`config.mk`:
```
export PLATFORM = sky130hd
export DESIGN_NAME = pad_stream_gen_flat
export DESIGN_NICKNAME = d
export VERILOG_FILES = /design/src/rtl/cnn_stream_pkg.sv /design/src/rtl/pad_stream_gen_if.sv /design/src/rtl/pad_skid_fifo.sv /design/src/rtl/pad_stream_gen.sv /design/src/flat_wrapper.sv
export SDC_FILE = /design/constraint.sdc
export NUM_CORES = 1
export LEC_CHECK = 0
export CORE_MARGIN = 2
export CORE_UTILIZATION = 50
export DETAILED_ROUTE_END_ITERATION = 7
export PLACE_DENSITY_LB_ADDON = 0.3
export RECOVER_POWER = 100
export SYNTH_ARGS = -nofsm -noshare
export SYNTH_HDL_FRONTEND = slang
export SYNTH_SLANG_ARGS = --single-unit
export TNS_END_PERCENT = 20
```
`constraint.sdc`:
```
create_clock -name clk -period 4.87 [get_ports clk]
set_input_delay 0.974 -clock clk [delete_from_list [all_inputs] [get_ports clk]]
set_output_delay 0.974 -clock clk [all_outputs]
set_load 0.01 [all_outputs]
```
`src/rtl/cnn_stream_pkg.sv`:
```
// rtl/cnn_stream_pkg.sv - shared types and helpers for the padded pixel streamer
package cnn_stream_pkg;

    localparam int PIXEL_W = 16;

    typedef logic signed [PIXEL_W-1:0] pixel_t;

    typedef enum logic [1:0] {
        IDLE,
        RUN,
        DRAIN,
        DONE
    } pad_state_e;

    // Side length of the padded output frame.
    function automatic int out_size(input int img_w, input int pad);
        return img_w + 2 * pad;
    endfunction

endpackage

```
`src/rtl/pad_stream_gen_if.sv`:
```
// rtl/pad_stream_gen_if.sv - RAM read port and pixel stream bundle (PAD_STREAM_SIDEBAND_EN adds eol/eof)
interface pad_stream_gen_if #(
    parameter int DATA_W = 16,
    parameter int ADDR_W = 10
);

    logic                     mem_rd_en;
    logic [ADDR_W-1:0]        mem_addr;
    logic signed [DATA_W-1:0] mem_rdata;
    logic signed [DATA_W-1:0] pixel_out;
    logic                     valid_out;
    logic                     ready_in;
`ifdef PAD_STREAM_SIDEBAND_EN
    logic                     eol_out;
    logic                     eof_out;
`endif

    modport master (
        output mem_rd_en,
        output mem_addr,
        output pixel_out,
        output valid_out,
`ifdef PAD_STREAM_SIDEBAND_EN
        output eol_out,
        output eof_out,
`endif
        input  mem_rdata,
        input  ready_in
    );

    modport slave (
        input  mem_rd_en,
        input  mem_addr,
        input  pixel_out,
        input  valid_out,
`ifdef PAD_STREAM_SIDEBAND_EN
        input  eol_out,
        input  eof_out,
`endif
        output mem_rdata,
        output ready_in
    );

endinterface

```
`src/rtl/pad_skid_fifo.sv`:
```
// rtl/pad_skid_fifo.sv - 2-deep FIFO holding issued pixels ahead of the output port
module pad_skid_fifo #(
    parameter int W = 16
) (
    input  logic         clk,
    input  logic         clear_n,
    input  logic         push,
    input  logic [W-1:0] push_data,
    input  logic         pop,
    output logic [W-1:0] pop_data,
    output logic [1:0]   count
);

    logic [W-1:0] mem [2];
    logic         wr_ptr;
    logic         rd_ptr;
    logic         do_push;
    logic         do_pop;

    // The issue credit keeps push-while-full from happening; guards are defensive only.
    assign do_pop   = pop && (count != 2'd0);
    assign do_push  = push && (count != 2'd2);
    assign pop_data = mem[rd_ptr];

    // Storage, pointers and occupancy; clear empties the FIFO and zeroes entries.
    always_ff @(posedge clk) begin
        if (!clear_n) begin
            wr_ptr <= 1'b0;
            rd_ptr <= 1'b0;
            count  <= 2'd0;
            for (int i = 0; i < 2; i++) begin
                mem[i] <= '0;
            end
        end else begin
            if (do_push) begin
                mem[wr_ptr] <= push_data;
                wr_ptr      <= ~wr_ptr;
            end
            if (do_pop) begin
                rd_ptr <= ~rd_ptr;
            end
            count <= count + {1'b0, do_push} - {1'b0, do_pop};
        end
    end

endmodule

```
`src/rtl/pad_stream_gen.sv`:
```
// rtl/pad_stream_gen.sv - zero-padded raster streamer from RAM; PAD_STREAM_SIDEBAND_EN adds eol/eof outputs
module pad_stream_gen
    import cnn_stream_pkg::*;
#(
    parameter int IMG_W  = 28,
    parameter int PAD    = 1,
    parameter int DATA_W = 16,
    parameter int ADDR_W = 10
) (
    input  logic             clk,
    input  logic             reset,
    input  logic             start,
    output logic             busy,
    output logic             done,
    pad_stream_gen_if.master bus
);

    localparam int OUT   = out_size(IMG_W, PAD);
    localparam int CNT_W = $clog2(OUT + 1);

    localparam logic [CNT_W-1:0] LAST_IDX = CNT_W'(OUT - 1);
    localparam logic [CNT_W-1:0] PAD_LO   = CNT_W'(PAD);
    localparam logic [CNT_W-1:0] PAD_HI   = CNT_W'(IMG_W + PAD);

`ifdef PAD_STREAM_SIDEBAND_EN
    localparam int ENTRY_W = DATA_W + 2;
`else
    localparam int ENTRY_W = DATA_W;
`endif

    pad_state_e          state_q;
    pad_state_e          state_d;
    logic [CNT_W-1:0]    row;
    logic [CNT_W-1:0]    col;
    logic [ADDR_W-1:0]   addr_cnt;
    logic                stg_valid;
    logic                stg_pad;
    logic [1:0]          fifo_count;
    logic [ENTRY_W-1:0]  fifo_head;
    logic [ENTRY_W-1:0]  push_data;
    logic [DATA_W-1:0]   stg_pixel;
    logic [2:0]          occupancy;
    logic                pos_pad;
    logic                last_pos;
    logic                can_issue;
    logic                issue;
    logic                pop;
    logic                valid;
    logic                frame_start;
    logic                drain_done;

    generate
        if (PAD == 0) begin : g_no_pad
            assign pos_pad = 1'b0;
        end else begin : g_pad
            assign pos_pad = (row < PAD_LO) || (row >= PAD_HI) ||
                             (col < PAD_LO) || (col >= PAD_HI);
        end
    endgenerate

    assign last_pos    = (row == LAST_IDX) && (col == LAST_IDX);
    assign valid       = (fifo_count != 2'd0);
    assign pop         = valid && bus.ready_in;
    assign frame_start = (state_q == IDLE) && start;

    // Credit counts the entry leaving this cycle, so a full-rate stream keeps one
    // pixel in the FIFO and one in flight. This puts ready_in on the mem_rd_en path.
    assign occupancy = {1'b0, fifo_count} + {2'b0, stg_valid};
    assign can_issue = (occupancy < 3'd2) || ((occupancy == 3'd2) && pop);
    assign issue     = (state_q == RUN) && can_issue;

    assign drain_done = pop && (fifo_count == 2'd1) && !stg_valid;

    assign bus.mem_rd_en = issue && !pos_pad;
    assign bus.mem_addr  = addr_cnt;

    // Frame sequencing state register.
    always_ff @(posedge clk) begin
        if (!reset) begin
            state_q <= IDLE;
        end else begin
            state_q <= state_d;
        end
    end

    // Next-state and status outputs.
    always_comb begin
        state_d = state_q;
        busy    = 1'b0;
        done    = 1'b0;
        case (state_q)
            IDLE: begin
                if (start) begin
                    state_d = RUN;
                end
            end
            RUN: begin
                busy = 1'b1;
                if (issue && last_pos) begin
                    state_d = DRAIN;
                end
            end
            DRAIN: begin
                busy = 1'b1;
                if (drain_done) begin
                    state_d = DONE;
                end
            end
            DONE: begin
                done    = 1'b1;
                state_d = IDLE;
            end
            default: begin
                state_d = IDLE;
            end
        endcase
    end

    // Raster position and RAM address counters; address advances only on interior reads.
    always_ff @(posedge clk) begin
        if (!reset || frame_start) begin
            row      <= '0;
            col      <= '0;
            addr_cnt <= '0;
        end else if (issue) begin
            if (col == LAST_IDX) begin
                col <= '0;
                row <= (row == LAST_IDX) ? '0 : row + CNT_W'(1);
            end else begin
                col <= col + CNT_W'(1);
            end
            if (!pos_pad) begin
                addr_cnt <= addr_cnt + ADDR_W'(1);
            end
        end
    end

    // One-cycle stage matching RAM latency; pad positions ride along as tagged zeros.
    always_ff @(posedge clk) begin
        if (!reset) begin
            stg_valid <= 1'b0;
            stg_pad   <= 1'b0;
        end else begin
            stg_valid <= issue;
            stg_pad   <= pos_pad;
        end
    end

    assign stg_pixel = stg_pad ? '0 : bus.mem_rdata;

`ifdef PAD_STREAM_SIDEBAND_EN
    logic stg_eol;
    logic stg_eof;

    // Row/frame end markers captured alongside the issued position.
    always_ff @(posedge clk) begin
        if (!reset) begin
            stg_eol <= 1'b0;
            stg_eof <= 1'b0;
        end else begin
            stg_eol <= (col == LAST_IDX);
            stg_eof <= last_pos;
        end
    end

    assign push_data   = {stg_eof, stg_eol, stg_pixel};
    assign bus.eol_out = valid && fifo_head[DATA_W];
    assign bus.eof_out = valid && fifo_head[DATA_W+1];
`else
    assign push_data = stg_pixel;
`endif

    pad_skid_fifo #(
        .W (ENTRY_W)
    ) u_fifo (
        .clk       (clk),
        .clear_n   (reset),
        .push      (stg_valid),
        .push_data (push_data),
        .pop       (pop),
        .pop_data  (fifo_head),
        .count     (fifo_count)
    );

    assign bus.valid_out = valid;
    assign bus.pixel_out = valid ? fifo_head[DATA_W-1:0] : '0;

endmodule
```
`src/flat_wrapper.sv`:
```
// flat-port wrapper written by rule: the top's interface ports become plain ports
module pad_stream_gen_flat import cnn_stream_pkg::*;
#(
    parameter int IMG_W  = 28,
    parameter int PAD    = 1,
    parameter int DATA_W = 16,
    parameter int ADDR_W = 10
)
  (clk, reset, start, busy, done, bus_mem_rd_en, bus_mem_addr, bus_pixel_out, bus_valid_out, bus_mem_rdata, bus_ready_in);
  pad_stream_gen_if #(.DATA_W(DATA_W), .ADDR_W(ADDR_W)) bus_i ();
  input  logic clk;
  input  logic reset;
  input  logic start;
  output logic busy;
  output logic done;
  output wire logic [$bits(bus_i.mem_rd_en)-1:0] bus_mem_rd_en;
  output wire logic [$bits(bus_i.mem_addr)-1:0] bus_mem_addr;
  output wire logic [$bits(bus_i.pixel_out)-1:0] bus_pixel_out;
  output wire logic [$bits(bus_i.valid_out)-1:0] bus_valid_out;
  input wire logic [$bits(bus_i.mem_rdata)-1:0] bus_mem_rdata;
  input wire logic [$bits(bus_i.ready_in)-1:0] bus_ready_in;
  assign bus_mem_rd_en = bus_i.mem_rd_en;
  assign bus_mem_addr = bus_i.mem_addr;
  assign bus_pixel_out = bus_i.pixel_out;
  assign bus_valid_out = bus_i.valid_out;
  assign bus_i.mem_rdata = bus_mem_rdata;
  assign bus_i.ready_in = bus_ready_in;
  pad_stream_gen #(.IMG_W(IMG_W), .PAD(PAD), .DATA_W(DATA_W), .ADDR_W(ADDR_W)) u_core (.clk(clk), .reset(reset), .start(start), .busy(busy), .done(done), .bus(bus_i));
endmodule
```
== Word level (Yosys, flattened, before mapping) ==
Memories as Yosys holds them, arrays and structs flattened. A register that Yosys moved wholly into a read port is not among the register bits.
Cells that the tools add are included.

* Bits in registers: 28
* Memory bits (writable): 32
* Input bits: 20
* Output and inout bits: 30
* Memories kept: 1

{| class="wikitable"
|+ Memory list
! memory !! depth !! width !! rd ports !! clocked after memory_dff !! wr ports !! line !! RTL
|-
| u_core.u_fifo.mem || 2 || 16 || 1 || 1 || 2 || pad_skid_fifo.sv:14 || <nowiki>logic [W-1:0] mem [2];</nowiki>
|}

* Add/subtract/negate cells: 6
* Order comparisons: 5
* Equal/unequal tests: 11
* Mux-type cells: 19
* Bitwise logic cells: 3
* Reductions and logical operators: 26

{| class="wikitable"
|+ Operators by type and width
! operator !! number
|-
| $mux W16 || 3
|-
| $reduce_or A16 Y1 || 1
|-
| $logic_and A1 B1 Y1 || 11
|-
| $add A10 B1 Y10 const B || 1
|-
| $add A5 B1 Y5 const B || 2
|-
| $eq A5 B5 Y1 const B || 2
|-
| $ge A5 B5 Y1 const B || 2
|-
| $lt A5 B1 Y1 const B || 2
|-
| $mux W1 || 10
|-
| $mux W5 || 2
|-
| $pmux W2 S4 || 1
|-
| $mux W2 || 3
|-
| $ne A2 B2 Y1 const B || 3
|-
| $logic_or A1 B1 Y1 || 5
|-
| $eq A2 B1 Y1 const B || 2
|-
| $eq A2 B2 Y1 const B || 2
|-
| $reduce_and A2 Y1 || 2
|-
| $add A2 B1 Y3 || 1
|-
| $eq A3 B2 Y1 const B || 1
|-
| $logic_not A1 Y1 || 3
|-
| $lt A3 B2 Y1 const B || 1
|-
| $not A1 Y1 || 3
|-
| $reduce_and A3 Y1 || 1
|-
| $add A2 B1 Y2 || 1
|-
| 5 further kinds || 5
|}

== Depth between registers and ports, before layout ==
Gate-level depths: netlist of run 1.

* Word-level depth: 8
* Mapped depth: 9
* Gate-level depth less buffers: 9

== Hierarchy ==
From an unflattened synthesis of run 1, not the netlist that was laid out.

* Cells, all modules: 323
* Area, all modules: 3,288.2 um^2

{| class="wikitable"
|+ By module, submodules not included
! module !! times used !! cells an instance !! area an instance (um^2) !! seq. area each (um^2)
|-
| pad_skid_fifo || 1 || 127 || 1,685.4 || 1,061.0
|-
| pad_stream_gen || 1 || 196 || 1,602.8 || 480.5
|}

== Worst setup path before layout of run 1 ==
OpenSTA, ideal clock, no wires.

* Path kind: input port to output port
* Start point: in bus_ready_in
* End point: out bus_mem_rd_en
* Arrival time: 1.688 ns
* Setup slack: 2.208 ns
* Stages on the path: 4
* Buffers on the path: 0
* Cells stage by stage: o21ai_2 > o41ai_4 > nand4b_2 > inv_2

* Longest elaborated chain between the ends: 5

{| class="wikitable"
|+ Ends and longest elaborated chain
! element !! line !! RTL
|-
| from (decl) || flat_wrapper.sv:21 || <nowiki>input wire logic [$bits(bus_i.ready_in)-1:0] bus_ready_in;</nowiki>
|-
| $logic_and A1 B1 Y1 || pad_stream_gen.sv:63 || <nowiki>assign pop = valid && bus.ready_in;</nowiki>
|-
| $logic_and A1 B1 Y1 || pad_stream_gen.sv:69 || <nowiki>assign can_issue = (occupancy < 3'd2) || ((occupancy == 3'd2) && pop);</nowiki>
|-
| $logic_or A1 B1 Y1 || pad_stream_gen.sv:69 ||
|-
| $logic_and A1 B1 Y1 || pad_stream_gen.sv:70 || <nowiki>assign issue = (state_q == RUN) && can_issue;</nowiki>
|-
| $logic_and A1 B1 Y1 || pad_stream_gen.sv:74 || <nowiki>assign bus.mem_rd_en = issue && !pos_pad;</nowiki>
|-
| to (decl) || flat_wrapper.sv:16 || <nowiki>output wire logic [$bits(bus_i.mem_rd_en)-1:0] bus_mem_rd_en;</nowiki>
|}

No other way between the ends.

== Worst setup path in the final report of run 1 ==
Ends and elaborated chain as after synthesis.

==> impl_metrics.env, run 1 <==
export IMPL_status="complete, no violations"
export IMPL_synth_area_leaders="edfxtp_1, dfxtp_1, nor2_1, ha_1, mux2i_1"
export IMPL_crit_path_max_fanout=14
export IMPL_die_height_um=81.9
export IMPL_r2r_cells=9
export IMPL_cts_buffers=9
export IMPL_drc=0
export IMPL_worst_pin_slew_ns=1.14
export IMPL_netlist_area_mm2=0.00303
export IMPL_hp_start="u_core.bus.mem_addr[9]"
export IMPL_ys_warn_count=0
export IMPL_ys_types=44
export IMPL_cp_end_kind="output pin"
export IMPL_hold_buffers=0
export IMPL_core_area_mm2=0.00589
export IMPL_stdcell_area_mm2=0.00375
export IMPL_hp_class="reg -> reg"
export IMPL_post_place_ws_ns=0.713
export IMPL_finalCritPeriodShare_pct=89.9
export IMPL_rsz0062_at_grt="false"
export IMPL_mappedNetlistNets=338
export IMPL_synth_main_ff_cell="edfxtp_1"
export IMPL_postCtsSetupRepairBufs=0
export IMPL_finalWorstSetupSlack_ns=0.494
export IMPL_fillers=502
export IMPL_place_area_mm2=0.00358
export IMPL_syn_inst=303
export IMPL_r2r_start="u_core.u_fifo.count[0]"
export IMPL_viasPerCell=5.32
export IMPL_fin_skew_ns=0.00929
export IMPL_dpl_hpwl_mm=3.75
export IMPL_r2r_end="u_core.row[3]"
export IMPL_dieArea_mm2=0.00670
export IMPL_syn_avg_cell_area_um2=10.0
export IMPL_cap_violations=0
export IMPL_overflow=0
export IMPL_crit_end="bus_mem_rd_en"
export IMPL_start_kind="input pin"
export IMPL_port_buffers=49
export IMPL_antenna_found_initial=0
export IMPL_cp_startpoint="bus_ready_in"
export IMPL_diodes=0
export IMPL_cts_resized=0
export IMPL_power_density_mw_per_mm2=410
export IMPL_htreeDepth=3
export IMPL_grt_usage_pct=18.2
export IMPL_reg2reg_slack_ns=2.43
export IMPL_gp_congestion=0.844
export IMPL_vdd_ir_drop_worst_mv=0.208
export IMPL_drive_gt1_share_pct=5.60
export IMPL_max_clock_freq_ghz=0.229
export IMPL_timing_slew_headroom_pct=23.6
export IMPL_cts_sinks=61
export IMPL_dr_total_vias=2299
export IMPL_postRouteAntennaNets=0
export IMPL_holdWs_ns=0.485
export IMPL_final_common_cell="nor2_1"
export IMPL_wl_mm=5.56
export IMPL_yosysTopAreaCell="edfxtp_1"
export IMPL_cts_path_max_buffers=2
export IMPL_drtIter0Drc=122
export IMPL_areaGrowthSynthToFinish_pct=23.8
export IMPL_place_inst=416
export IMPL_arrival_ns=3.40
export IMPL_stdcell_count=432
export IMPL_min_path_cells=2
export IMPL_wl_per_cell_um=12.9
export IMPL_grt_pass1_wl_mm=9.29
export IMPL_cts_root_buffer="clkbuf_8"
export IMPL_die_w_um=81.9
export IMPL_p_leak_nw=1.46
export IMPL_finalHoldViolations=0
export IMPL_pin_count=50
export IMPL_grt_pass1_vias=2166
export IMPL_synth_seq_cells=61
export IMPL_synth_edff_count=32
export IMPL_tns_ns=0
export IMPL_path_clk_slew_ns=0.07
export IMPL_worstPathRequired_ns=3.90
export IMPL_setup_violations=0
export IMPL_nNetsFinal=387
export IMPL_drt_first_pass_iters=6
export IMPL_slew_violations=0
export IMPL_synth_top_area_share_pct=31.7
export IMPL_grt_max_degree=20
export IMPL_layout_common_cells="nor2_1, edfxtp_1, dlygate4sd3_1, dfxtp_1, nand2_1"
export IMPL_worst_setup_path_type="in -> out"
export IMPL_fin_crit_ns=4.38
export IMPL_seq_area_frac_synth_pct=50.8
export IMPL_start_util_pct=51.5
export IMPL_cts_tree="built"
export IMPL_ys_async_sr_fraction_pct=0
export IMPL_rows=28
export IMPL_insertion_delay_ns=0.32
cell usage after synthesis, types with 2 or more instances:
library cell and n:
a31o_2 2, nand3_1 6, mux2i_1 17, a41oi_1 2, and4_1 3, o21a_1 3
nor3_1 3, ha_1 15, nand3b_1 3, dfxtp_1 29, nor2_1 57, o2111ai_1 2
and3_1 2, clkbuf_1 10, xnor2_1 5, xor2_1 2, buf_2 3, o21ai_0 10
or3_1 7, nor2b_1 2, edfxtp_1 32, inv_1 11, nand4_1 3, nand2b_1 16
and2_1 9, nand2_1 20, a21oi_1 12
per-stage QoR:
stage | power, W | util [%]
final | 0.00154 | 63.8
after global routing | 0.00163 | 63.8
after CTS | 0.00158 | 63.9
after detailed placement | 0.00116 | 60.8
after global placement | 0.00115 | 60.8
after floorplan | 0.000983 | -
power by group:
group | total (W) | internal (W) | leakage, nW | switching [W]
clock network | 0.000413 | 0.000230 | 0.0888 | 0.000183
logic | 0.000462 | 0.000223 | 0.802 | 0.000239
registers | 0.000663 | 0.000602 | 0.567 | 0.0000606
worst max-delay path, stage by stage:
cell	delay, ns
dlygate4sd3_1	0.55
o21ai_0	0.22
o41ai_4	0.33
buf_4	0.22
nand4b_2	0.31
inv_2	0.23
clkdlybuf4s50_1	0.56
how the worst min path moves through the flow:
stage / to / slack (ns)
3_5_place_dp: u_core.bus.mem_addr[9] / 0.49
6_report: u_core.bus.mem_addr[9] / 0.49
5_1_grt: u_core.bus.mem_addr[9] / 0.52
3_3_place_gp: u_core.bus.mem_addr[9] / 0.48
2_1_floorplan: u_core.row[1] / 0.50
4_1_cts: u_core.bus.mem_addr[9] / 0.49
state kept, by name, indices dropped and copies added, names as in the netlist, named ones only:
| name | cells |
|---|---|
| u_core.u_fifo.mem | 32 |
| u_core.bus.mem_addr | 10 |
| u_core.col | 5 |
| u_core.row | 5 |
| u_core.state_q | 2 |
| u_core.u_fifo.count | 2 |
| u_core.stg_pad | 1 |
| u_core.stg_valid | 1 |
| u_core.u_fifo.rd_ptr | 1 |
| u_core.u_fifo.wr_ptr | 1 |
layer usage:
layer	vias up	share of wire (%)	wire (µm)	track usage [%]
met5	-	0	0	0
met4	0	1.5	81	7.83
met3	8	3.6	198	3.85
met2	43	52	2890	33.2
met1	1088	43	2400	20.3
li1	1160	-	-	-
layout make-up:
class                           instances  area (µm²)  area share (%)
Clock buffer                           10         128            3.40
Timing Repair Buffer                   51         502            13.4
Inverter                               12        45.0            1.20
Sequential cell                        61        1540            41.1
Tap cell                               75        93.8            2.50
Multi-Input combinational cell        217        1390            37.0
Clock inverter                          6        53.8            1.43
cell families after synthesis:
group | count (synthesis) | share of synthesized area, %
DFF | 61 | 50.8
muxes | 17 | 5.61
adders and majority gates | 15 | 6.19
and+or+nand+nor | 134 | 21.7
buffers and inverters | 25 | 3.22
AOI/OAI and AO/OA | 44 | 10.4
xor gates and xnor gates | 7 | 2.02
Note: power is estimated with default switching activity, not from simulation.
==> run 2, diff against run 1 <==
Settings changed: ABC_AREA set to 0, CAP_MARGIN set to 10.
==> results of run 2 <==
Same layout as run 1: the final DEF is identical, and so are final timing and power.
==> run 3, diff against run 2 <==
Settings changed: CTS_CLUSTER_DIAMETER set to 150.
==> results of run 3 <==
Same layout as run 1: the final DEF is identical, and so are final timing and power.
